`config.mk`:
```
export PLATFORM = sky130hd
export DESIGN_NAME = ens_layer_sequencer_flat
export DESIGN_NICKNAME = d
export VERILOG_FILES = /design/src/rtl/ens_layer_sequencer_pkg.sv /design/src/rtl/ens_layer_sequencer_if.sv /design/src/rtl/ens_layer_sequencer_lut.sv /design/src/rtl/ens_layer_sequencer.sv /design/src/flat_wrapper.sv
export SDC_FILE = /design/constraint.sdc
export NUM_CORES = 1
export LEC_CHECK = 0
export CORE_MARGIN = 3
export CORE_UTILIZATION = 40
export DETAILED_ROUTE_END_ITERATION = 8
export PLACE_DENSITY = 0.79
export SLEW_MARGIN = 20
export SYNTH_ARGS = -nofsm -noshare
export SYNTH_HDL_FRONTEND = slang
export SYNTH_SLANG_ARGS = --single-unit
```
`constraint.sdc`:
```
create_clock -name clk -period 2.73 [get_ports clk]
set_input_delay 0.546 -clock clk [delete_from_list [all_inputs] [get_ports clk]]
set_output_delay 0.546 -clock clk [all_outputs]
set_load 0.005 [all_outputs]
```
`src/rtl/ens_layer_sequencer_pkg.sv`:
```
// Shared types and constant tables for the ensemble layer sequencer.
// Holds the FSM state enum, fan-in wiring and default neuron LUT contents.
package ens_seq_pkg;

  typedef enum logic [1:0] {
    S_IDLE,
    S_EVAL,
    S_DONE
  } seq_state_e;

  localparam int N_NEURONS_DEF = 8;
  localparam int IN_ACTS_DEF   = 16;
  localparam int ACT_BITS_DEF  = 2;
  localparam int FANIN_DEF     = 3;

  // Element 0 of each row lands in the address LSBs.
  localparam int FANIN_IDX [N_NEURONS_DEF][FANIN_DEF] = '{
    '{0, 1, 2}, '{1, 2, 3}, '{2, 3, 4}, '{3, 4, 5},
    '{4, 5, 6}, '{5, 6, 7}, '{6, 7, 8}, '{7, 8, 9}
  };

  function automatic int fanin_idx(int n, int k, int in_acts);
    return (n + k) % in_acts;
  endfunction

  function automatic int lut_entry(int addr, int act_bits, int fanin);
    int s;
    int mx;
    s  = 0;
    mx = (1 << act_bits) - 1;
    for (int k = 0; k < fanin; k++) begin
      s += (addr >> (k * act_bits)) & mx;
    end
    return mx - ((s > mx) ? mx : s);
  endfunction

  function automatic logic [127:0] build_lut_init();
    logic [127:0] t;
    t = '0;
    for (int a = 0; a < 64; a++) begin
      t[a*2 +: 2] = 2'(lut_entry(a, ACT_BITS_DEF, FANIN_DEF));
    end
    return t;
  endfunction

  localparam logic [127:0] LUT_INIT = build_lut_init();

endpackage

```
`src/rtl/ens_layer_sequencer_if.sv`:
```
// Input/output valid-ready bundle of the layer sequencer.
// slave = sequencer side, master = producer/consumer side.
interface ens_layer_sequencer_if #(
  parameter int IN_W  = 32,
  parameter int OUT_W = 16
);
  logic             in_valid;
  logic             in_ready;
  logic [IN_W-1:0]  in_data;
  logic             out_valid;
  logic             out_ready;
  logic [OUT_W-1:0] out_data;

  modport master (
    output in_valid, in_data, out_ready,
    input  in_ready, out_valid, out_data
  );

  modport slave (
    input  in_valid, in_data, out_ready,
    output in_ready, out_valid, out_data
  );
endinterface

```
`src/rtl/ens_layer_sequencer_lut.sv`:
```
// ens_lut_bank: per-neuron distributed ROM, (neuron, address) -> activation.
// Contents are constant and fold into plain logic.
module ens_lut_bank
  import ens_seq_pkg::*;
#(
  parameter int N_NEURONS = 8,
  parameter int ACT_BITS  = 2,
  parameter int FANIN     = 3,
  parameter int IDX_W     = 3,
  localparam int AW       = FANIN * ACT_BITS,
  localparam int DEPTH    = 1 << AW
) (
  input  logic [IDX_W-1:0]    idx_i,
  input  logic [AW-1:0]       addr_i,
  output logic [ACT_BITS-1:0] data_o
);

  logic [ACT_BITS-1:0] rom [N_NEURONS][DEPTH];

  for (genvar gn = 0; gn < N_NEURONS; gn++) begin : g_n
    for (genvar ga = 0; ga < DEPTH; ga++) begin : g_a
      assign rom[gn][ga] = ACT_BITS'(lut_entry(ga, ACT_BITS, FANIN));
    end
  end

  assign data_o = rom[idx_i][addr_i];

endmodule

```
`src/rtl/ens_layer_sequencer.sv`:
```
// Evaluates one neuron per cycle over a captured input vector.
// Optional ENS_SEQ_FRAME_CNT_EN adds a saturating handshake counter.
module ens_layer_sequencer
  import ens_seq_pkg::*;
#(
  parameter int N_NEURONS = 8,
  parameter int IN_ACTS   = 16,
  parameter int ACT_BITS  = 2,
  parameter int FANIN     = 3
) (
  input  logic        clk,
  input  logic        rst_n,
  ens_layer_sequencer_if.slave bus,
  output logic        busy,
  output logic [15:0] frame_cnt
);

  localparam int IDX_W = (N_NEURONS > 1) ? $clog2(N_NEURONS) : 1;
  localparam int AW    = FANIN * ACT_BITS;
  localparam int IW    = IN_ACTS * ACT_BITS;
  localparam int OW    = N_NEURONS * ACT_BITS;

  seq_state_e state_q, state_d;
  logic [IDX_W-1:0] idx_q, idx_d;
  logic [IW-1:0] in_q, in_d;
  logic [OW-1:0] out_q, out_d;
  logic ov_q, ov_d;

  logic [AW-1:0] addr;
  logic [ACT_BITS-1:0] lut_out;
  logic last, hs;

  assign last = (idx_q == IDX_W'(N_NEURONS - 1));
  assign hs   = ov_q && bus.out_ready;

  always_comb begin
    addr = '0;
    for (int k = 0; k < FANIN; k++) begin
      addr[k*ACT_BITS +: ACT_BITS] =
        in_q[fanin_idx(int'(idx_q), k, IN_ACTS)*ACT_BITS +: ACT_BITS];
    end
  end

  ens_lut_bank #(
    .N_NEURONS(N_NEURONS),
    .ACT_BITS (ACT_BITS),
    .FANIN    (FANIN),
    .IDX_W    (IDX_W)
  ) u_lut (
    .idx_i (idx_q),
    .addr_i(addr),
    .data_o(lut_out)
  );

  // out_valid trails DONE entry by one cycle so the last slot has settled.
  always_comb begin
    state_d = state_q;
    idx_d   = idx_q;
    in_d    = in_q;
    out_d   = out_q;
    ov_d    = ov_q;
    unique case (state_q)
      S_IDLE: begin
        if (bus.in_valid) begin
          in_d    = bus.in_data;
          idx_d   = '0;
          state_d = S_EVAL;
        end
      end
      S_EVAL: begin
        out_d[int'(idx_q)*ACT_BITS +: ACT_BITS] = lut_out;
        idx_d = idx_q + 1'b1;
        if (last) begin
          idx_d   = '0;
          state_d = S_DONE;
        end
      end
      S_DONE: begin
        ov_d = 1'b1;
        if (hs) begin
          ov_d    = 1'b0;
          state_d = S_IDLE;
        end
      end
      default: state_d = S_IDLE;
    endcase
  end

  always_ff @(posedge clk or negedge rst_n) begin
    if (!rst_n) begin
      state_q <= S_IDLE;
      idx_q   <= '0;
      in_q    <= '0;
      out_q   <= '0;
      ov_q    <= 1'b0;
    end else begin
      state_q <= state_d;
      idx_q   <= idx_d;
      in_q    <= in_d;
      out_q   <= out_d;
      ov_q    <= ov_d;
    end
  end

  assign bus.in_ready  = (state_q == S_IDLE);
  assign bus.out_valid = ov_q;
  assign bus.out_data  = out_q;
  assign busy          = (state_q != S_IDLE);

`ifdef ENS_SEQ_FRAME_CNT_EN
  logic [15:0] cnt_q;

  always_ff @(posedge clk or negedge rst_n) begin
    if (!rst_n) begin
      cnt_q <= '0;
    end else if (hs && cnt_q != 16'hFFFF) begin
      cnt_q <= cnt_q + 1'b1;
    end
  end

  assign frame_cnt = cnt_q;
`else
  assign frame_cnt = '0;
`endif

endmodule
```
`src/flat_wrapper.sv`:
```
// flat-port wrapper written by rule: the top's interface ports become plain ports
module ens_layer_sequencer_flat import ens_seq_pkg::*;
#(
  parameter int N_NEURONS = 8,
  parameter int IN_ACTS   = 16,
  parameter int ACT_BITS  = 2,
  parameter int FANIN     = 3
)
  (clk, rst_n, busy, frame_cnt, bus_in_valid, bus_in_data, bus_out_ready, bus_in_ready, bus_out_valid, bus_out_data);
  ens_layer_sequencer_if bus_i ();
  input  logic clk;
  input  logic rst_n;
  output logic busy;
  output logic [15:0] frame_cnt;
  input wire logic [$bits(bus_i.in_valid)-1:0] bus_in_valid;
  input wire logic [$bits(bus_i.in_data)-1:0] bus_in_data;
  input wire logic [$bits(bus_i.out_ready)-1:0] bus_out_ready;
  output wire logic [$bits(bus_i.in_ready)-1:0] bus_in_ready;
  output wire logic [$bits(bus_i.out_valid)-1:0] bus_out_valid;
  output wire logic [$bits(bus_i.out_data)-1:0] bus_out_data;
  assign bus_i.in_valid = bus_in_valid;
  assign bus_i.in_data = bus_in_data;
  assign bus_i.out_ready = bus_out_ready;
  assign bus_in_ready = bus_i.in_ready;
  assign bus_out_valid = bus_i.out_valid;
  assign bus_out_data = bus_i.out_data;
  ens_layer_sequencer #(.N_NEURONS(N_NEURONS), .IN_ACTS(IN_ACTS), .ACT_BITS(ACT_BITS), .FANIN(FANIN)) u_core (.clk(clk), .rst_n(rst_n), .bus(bus_i), .busy(busy), .frame_cnt(frame_cnt));
endmodule
```
==> metrics.txt <==
# TYPE chip_impl_metric gauge
chip_impl_metric{name="stdcell_count",unit=""} 496
chip_impl_info{name="post-synth-top-area-cell",value="dfrtp_1"} 1
chip_impl_metric{name="postSynthAreaPerCell",unit="um2"} 9.57
chip_impl_metric{name="comb_power_share",unit="%"} 64.2
chip_impl_info{name="tritoncts",value="built"} 1
chip_impl_metric{name="place.port_buffers",unit=""} 54
chip_impl_info{name="synth_top_flop_cell",value="dfrtp_1"} 1
chip_impl_metric{name="htree_num_levels",unit=""} 2
chip_impl_metric{name="drt_wl_total",unit="mm"} 7.06
chip_impl_metric{name="design.die.area",unit="um2"} 8950
chip_impl_info{name="layout.cells.most_common_list",value="nand2_1 (116), clkdlybuf4s50_1 (53), dfrtp_1 (53)"} 1
chip_impl_metric{name="critical_path.max_stage_delay",unit="ps"} 530
chip_impl_metric{name="finalSetupViolations",unit=""} 1
chip_impl_metric{name="seq_power_share",unit="%"} 26.2
chip_impl_metric{name="postCtsHoldBufs",unit=""} 0
chip_impl_metric{name="core_area",unit="um2"} 7450
chip_impl_metric{name="route.detailed.wl_per_inst",unit="um"} 14.2
chip_impl_metric{name="num_io_pins",unit=""} 71
chip_impl_metric{name="total_grt_overflow",unit=""} 0
chip_impl_metric{name="synthDistinctLibCells",unit=""} 46
chip_impl_metric{name="pwr-share-clk",unit="%"} 9.6
chip_impl_metric{name="slew_viol_final",unit=""} 0
chip_impl_metric{name="synth_top_area_share",unit="%"} 43.0
chip_impl_metric{name="min_period",unit="ps"} 2750
chip_impl_info{name="layout.cells.most_common",value="nand2_1"} 1
chip_impl_metric{name="antenna_cells",unit=""} 0
chip_impl_info{name="critPathCaptureType",value="flip-flop"} 1
chip_impl_metric{name="detail_route.iter0.violations",unit=""} 93
chip_impl_metric{name="finClkSkew",unit="ps"} 9.86
chip_impl_info{name="grt_setup_unrepaired",value="yes"} 1
chip_impl_metric{name="synth_cells",unit=""} 328
chip_impl_metric{name="synthArstFlopShare",unit="%"} 100
chip_impl_metric{name="worst_setup_hold_path_clk_slew",unit="ps"} 100
chip_impl_metric{name="area.growth.synth_to_final",unit="%"} 28.5
chip_impl_metric{name="fin_crit_sh",unit="%"} 101
chip_impl_metric{name="cts_num_sinks",unit=""} 54
chip_impl_metric{name="finalWorstSetupSlack",unit="ps"} -16.9
chip_impl_metric{name="timing_hold_violations_final",unit=""} 0
chip_impl_info{name="worstHoldPathType",value="in2async"} 1
chip_impl_metric{name="maximum_clock_frequency",unit="GHz"} 0.364
chip_impl_info{name="timing.critical_path.slowest_stage_cell",value="o41a_1"} 1
chip_impl_metric{name="synth-seq-area-share",unit="%"} 43.0
chip_impl_metric{name="design.final.nets",unit=""} 438
chip_impl_info{name="run_status",value="finished with violations"} 1
chip_impl_metric{name="yosysWarnings",unit=""} 0
chip_impl_metric{name="power.switching",unit="uW"} 2360
chip_impl_metric{name="power",unit="uW"} 5570
chip_impl_metric{name="num_rows",unit=""} 31
chip_impl_metric{name="mappedNetlistArea",unit="um2"} 3140
chip_impl_metric{name="grt_max_degree",unit=""} 36
chip_impl_info{name="ctsRootBufferMaster",value="clkbuf_8"} 1
chip_impl_metric{name="mean_number_of_vias_per_cell",unit=""} 5.09
chip_impl_metric{name="finalWeightedCongestion",unit=""} 0.914
chip_impl_metric{name="cp_max_fo",unit=""} 6
chip_impl_metric{name="slew-limit-headroom",unit="%"} 56.3
chip_impl_info{name="crit_path_start_kind",value="flip-flop"} 1
chip_impl_metric{name="hpwlAfterDp",unit="mm"} 5.38
chip_impl_metric{name="p_leak",unit="uW"} 0.00190
chip_impl_metric{name="number_of_buffers_created_by_cts",unit=""} 5
chip_impl_metric{name="max-cap-violations",unit=""} 0
chip_impl_metric{name="die_w",unit="um"} 94.6
chip_impl_metric{name="die_h",unit="um"} 94.6
chip_impl_metric{name="clk-insertion-delay-late",unit="ps"} 310
chip_impl_metric{name="drc",unit=""} 0
chip_impl_metric{name="ctsLongestPathBuffers",unit=""} 2
chip_impl_metric{name="worst_ep_arrival_time",unit="ps"} 2980
chip_impl_metric{name="grt_pass1_vias",unit=""} 2502
chip_impl_metric{name="switching_share",unit="%"} 42.5
chip_impl_metric{name="drive_gt1_share",unit="%"} 16.6
chip_impl_metric{name="detailroute.via_count",unit=""} 2526
chip_impl_info{name="worst_path_cell_trace",value="inv_2 > ha_4 > mux4_2 > or2_1 > o211ai_1 > nand2_1 > o41a_1 > nand2b_1 > o22ai_1"} 1
chip_impl_metric{name="p_int",unit="uW"} 3200
chip_impl_metric{name="cellPowerDensity",unit="nW/um2"} 1380
chip_impl_metric{name="worst_pin_slew",unit="ps"} 650
chip_impl_info{name="worstSetupPathType",value="reg2reg"} 1
chip_impl_metric{name="peakVddDrop",unit="mV"} 0.442
chip_impl_metric{name="synth_enable_flop_cells",unit=""} 0
chip_impl_metric{name="grt_usage",unit="%"} 16.5
chip_impl_metric{name="ant_nets",unit=""} 0
chip_impl_metric{name="worst_ep_required_time",unit="ps"} 2960
chip_impl_metric{name="drt_pre_antenna_iters",unit=""} 4
chip_impl_metric{name="placed_cells_incl_taps",unit=""} 481
chip_impl_metric{name="antenna_found_initial",unit=""} 0
chip_impl_metric{name="initial_core_util",unit="%"} 42.2
chip_impl_metric{name="yosys_register_bits",unit=""} 54
chip_impl_info{name="failed_checks",value="negative setup slack"} 1
chip_impl_metric{name="grt_first_pass_wirelength",unit="mm"} 11.7
chip_impl_info{name="netlist_top_cells_area",value="dfrtp_1 (43%), nand2_1 (14%), mux4_2 (5.7%)"} 1
worst max-delay path: cells and delay by family, from the launching register on:
family,cells,cell delay (ps)
AOI/OAI and AO/OA,3,830
and+or+nand+nor,3,570
muxes,1,470
DFF,1,440
adders and majority gates,1,280
buffers and inverters,1,80
through the flow:
| stage | hold WS [ps] | area [um2] | TNS, ps | util (%) | setup WS [ps] |
|---|---|---|---|---|---|
| CTS | 218 | 3970 | -12.2 | 53.3 | -9.04 |
| global route | 235 | 4040 | -1580 | 54.2 | -180 |
| global placement | 467 | 3810 | 0 | 51.1 | 13.0 |
| detailed placement | 470 | 3810 | -1060 | 51.1 | -118 |
| finish | 202 | 4040 | -16.9 | 54.2 | -16.9 |
| floorplan | 250 | 3230 | -64.5 | - | -19.7 |
sequential cells by signal (all words and copies together), names as in the netlist:
signal,count
u_core.in_q,32
u_core.bus.out_data,16
u_core.idx_q,3
u_core.state_q,2
u_core.bus.out_valid,1
area by class of cell:
type	instances	area, um2
repair buffers	77	719
well taps	99	124
flip-flops and latches	54	1350
clock inverters	3	43.8
multi-input cells	250	1690
clock buffers	5	68.8
inverters	8	32.5
fillers	681	3410
power groups by stage:
stage / Combinational, uW / Clock, uW / Sequential, uW
after global routing: 3940 / 587 / 1500
after global placement: 3080 / 0 / 1440
after floorplan: 2270 / 0 / 1370
after detailed placement: 3180 / 0 / 1460
after CTS: 3360 / 550 / 1440
final: 3570 / 537 / 1460
metal layers:
metal	wire length (um)	GRT usage, %
met5	0	0
met4	121	4.93
met1	3080	21.0
met2	3540	28.5
met3	320	3.03
timing repair:
item	4_1_cts	5_1_grt
resized for setup	4	12
buffers inserted	7	3
setup endpoints to repair	15	16
pin swaps	8	9
worst paths after layout:
kind | slack (ps) | startpoint | depth (start not counted) | end
worst max register to register | -20 | u_core.idx_q[0] | 9 | u_core.bus.out_data[14]
min in group clk | 490 | u_core.in_q[26] | 2 | u_core.in_q[26]
worst min register to register | 490 | u_core.in_q[26] | 2 | u_core.in_q[26]
worst min-delay path | 200 | rst_n | 1 | u_core.in_q[4]
worst max-delay path | -20 | u_core.idx_q[0] | 9 | u_core.bus.out_data[14]
max in group asynchronous | 1880 | rst_n | 2 | u_core.in_q[1]
cells in the mapped netlist, types with 2 or more instances:
master	instances
a21o_1	2
a21oi_1	6
and2_1	2
buf_2	3
buf_4	17
clkbuf_1	10
dfrtp_1	54
ha_1	6
inv_1	7
mux2_2	8
mux2i_1	13
mux4_1	5
mux4_2	8
nand2_1	117
nand2b_1	4
nand3_1	8
nand4_1	2
nor2_1	4
nor2b_1	4
nor3_1	4
nor3b_1	3
o21ai_0	10
o22ai_1	2
o31ai_1	6
or2_1	2
logic make-up (layout without fill, tap and decap cells):
group	after synthesis	count (layout)	share of synthesized area, %
multiplexers	35	35	17.4
AND/OR/NAND/NOR	157	157	22.0
other	1	16	0.119
adder cells (fa/ha/maj)	7	7	2.75
AO/OA/AOI/OAI	35	35	7.73
flip-flops	54	54	43.0
buffers and inverters	39	93	7.05
Power figures use the tool's default switching activity.
==> RTL edit (config.mk and constraints unchanged) <==
Add a define of `ENS_SEQ_FRAME_CNT_EN`.
--- a/src/rtl/ens_layer_sequencer.sv
+++ b/src/rtl/ens_layer_sequencer.sv
@@ -1,5 +1,7 @@
 // Evaluates one neuron per cycle over a captured input vector.
 // Optional ENS_SEQ_FRAME_CNT_EN adds a saturating handshake counter.
+`define ENS_SEQ_FRAME_CNT_EN
+
 module ens_layer_sequencer
   import ens_seq_pkg::*;
 #(
Formal check against the unedited RTL: same outputs for any inputs over 4 cycles, from zero or initial values and one cycle with rst_n low; that may be too few to reach the edited logic, so the function may still have changed.
==> RTL edit against the original RTL <==
  * Final area is 20% higher
  * Clock skew is 0.73 ps higher
  * Setup slack better by 86 ps
  * Largest power group unchanged
  * Via count is 18% higher
  * Synthesized area is 17% higher
  * Power is 8.9% higher
  * Sequential power is 27% higher
  * Sequential cell count is 16 higher
  * Wire length is 20% higher
==> RTL edit: results (changes against the original RTL) <==
\begin{tabular}{lr}
\hline
Metric & Value \\
\hline
\multicolumn{2}{l}{\textbf{CTS}} \\
Clock transition time at the flip-flop clock pins of the worst setup and hold paths & 80 ps (-20 ps) \\
TritonCTS buffer count & 9 (+4) \\
CTS H-tree depth & 3 (+1) \\
Post\_cts resized & 3 (-1) \\
Setup bufs post-CTS & 0 (-7) \\
Worst-skew pair later-pin latency & 350 ps (+40 ps) \\
\multicolumn{2}{l}{\textbf{Setup path}} \\
Reg2Reg Setup Slack & 70 ps (+90 ps) \\
Signal arrival time at the worst endpoint & 2920 ps (-60 ps) \\
Endpoint of the worst register-to-register path & u\_core.bus.out\_data[8] \\
Worst-path maximum fanout & 8 (+2) \\
\multicolumn{2}{l}{\textbf{STA}} \\
Worst rel slew slack & 57.1\% (+0.82 points) \\
Maximum clock skew at final layout & 10.6 ps (+0.730 ps) \\
\multicolumn{2}{l}{\textbf{Power and ir drop}} \\
Worst ir drop on vdd & 0.000668 V (+51\%) \\
Static power due to leakage & 2.15 nW (+13\%) \\
Power Dens Cells & 1260 nW/um\^{}2 (-8.9\%) \\
\multicolumn{2}{l}{\textbf{Yosys}} \\
Proportion of synthesized chip area in sequential cells & 47.8\% (+4.8 points) \\
Cells taking the most area after synthesis & dfrtp\_1 (48\%), nand2\_1 (12\%), mux4\_2 (7.4\%), mux2i\_1 (3.3\%), mux2\_2 (2.8\%) \\
Proportion of synthesized area in mux cells & 13.7\% (-3.6 points) \\
Adder-Cell Fraction of Synth Area & 2.39\% (-0.36 points) \\
Post-Synth XOR/XNOR Area & 3.35\% (+3.3 points) \\
Synth cell count leaders & nand2\_1 (113), dfrtp\_1 (70), mux2i\_1 (12), mux4\_2 (12), nor2\_1 (12) \\
Fraction of the mapped netlist area in compound gates & 8.98\% (+1.3 points) \\
\multicolumn{2}{l}{\textbf{Placement}} \\
Area post-placement & 4550 sq um (+20\%) \\
Worst setup timing slack at the placement stage & -68.6 ps (+49.5 ps) \\
Detailed Place HPWL & 6070 um (+13\%) \\
Count of buffers inserted at the top-level ports & 70 (+30\%) \\
\multicolumn{2}{l}{\textbf{GRT}} \\
Maximum number of pins on one net before global-route repair & 43 (+19\%) \\
Global router's overall resource usage & 17.1\% (+0.64 points) \\
Number of global-route vias before repair & 2,868 (+15\%) \\
Global-route wire length before repair & 13,800 um (+18\%) \\
\multicolumn{2}{l}{\textbf{Outcome}} \\
Result of the run & completed \\
\multicolumn{2}{l}{\textbf{Final layout}} \\
Fill cell count & 756 (+11\%) \\
Share of cells above drive strength 1 & 15.8\% (-0.80 points) \\
Layout Nets & 493 (+13\%) \\
\multicolumn{2}{l}{\textbf{Drt}} \\
Drt initial violations & 165 (+77\%) \\
DRT Wirelength & 8440 um (+20\%) \\
Routed via count divided by cell count & 5.32 (+4.4\%) \\
\hline
\end{tabular}
[RTL edit: cell families after synthesis]
family / Yosys count
and+or+nand+nor: 171
DFF: 70
AOI/OAI and AO/OA: 44
muxes: 34
buffers and inverters: 28
xor gates and xnor gates: 14
adders and majority gates: 7
[RTL edit: worst max path at each step]
stage | slack, ps | end
floorplan | -40 | u_core.bus.out_data[14]
global placement | 40 | u_core.bus.out_data[8]
detailed placement | -70 | u_core.bus.out_data[8]
CTS | 50 | u_core.bus.out_data[8]
global route | -40 | u_core.bus.out_data[8]
finish | 70 | u_core.bus.out_data[8]
[RTL edit: critical path, cell delays in order, from the launching register on]
cell	delay (ps)
dfrtp_2	470
inv_4	80
ha_4	340
mux2i_1	210
o22ai_1	110
o22a_1	250
or4_4	560
o32a_4	380
a41oi_1	170
[RTL edit: metal layers]
| layer | wire (um) | up-vias | global-route usage (%) |
|---|---|---|---|
| met4 | 114 | 0 | 6.24 |
| li1 | - | 1446 | - |
| met3 | 451 | 11 | 4.27 |
| met2 | 4130 | 87 | 27.9 |
| met5 | 0 | - | 0 |
| met1 | 3750 | 1449 | 22.2 |
[RTL edit: through the flow]
step                      TNS, ps  std cells  hold slack [ps]
final                           0        563              222
after global routing        -77.8        563              263
after CTS                       0        559              240
after detailed placement     -244        543              468
after global placement          0        543              459
after floorplan              -188        368              250
[RTL edit: cell type report]
class                   count  area share (%)
multi-input cells         270            38.4
clock buffers              13            3.09
clock inverters             3           0.415
well taps                 108            2.80
inverters                  12           0.985
repair buffers             87            18.0
flip-flops and latches     70            36.4
[RTL edit: where the power goes]
part / leakage [nW] / switching, mW / internal, mW
Sequential: 0.874 / 0.389 / 1.46
Clock: 0.0796 / 0.373 / 0.354
Combinational: 1.19 / 1.75 / 1.74
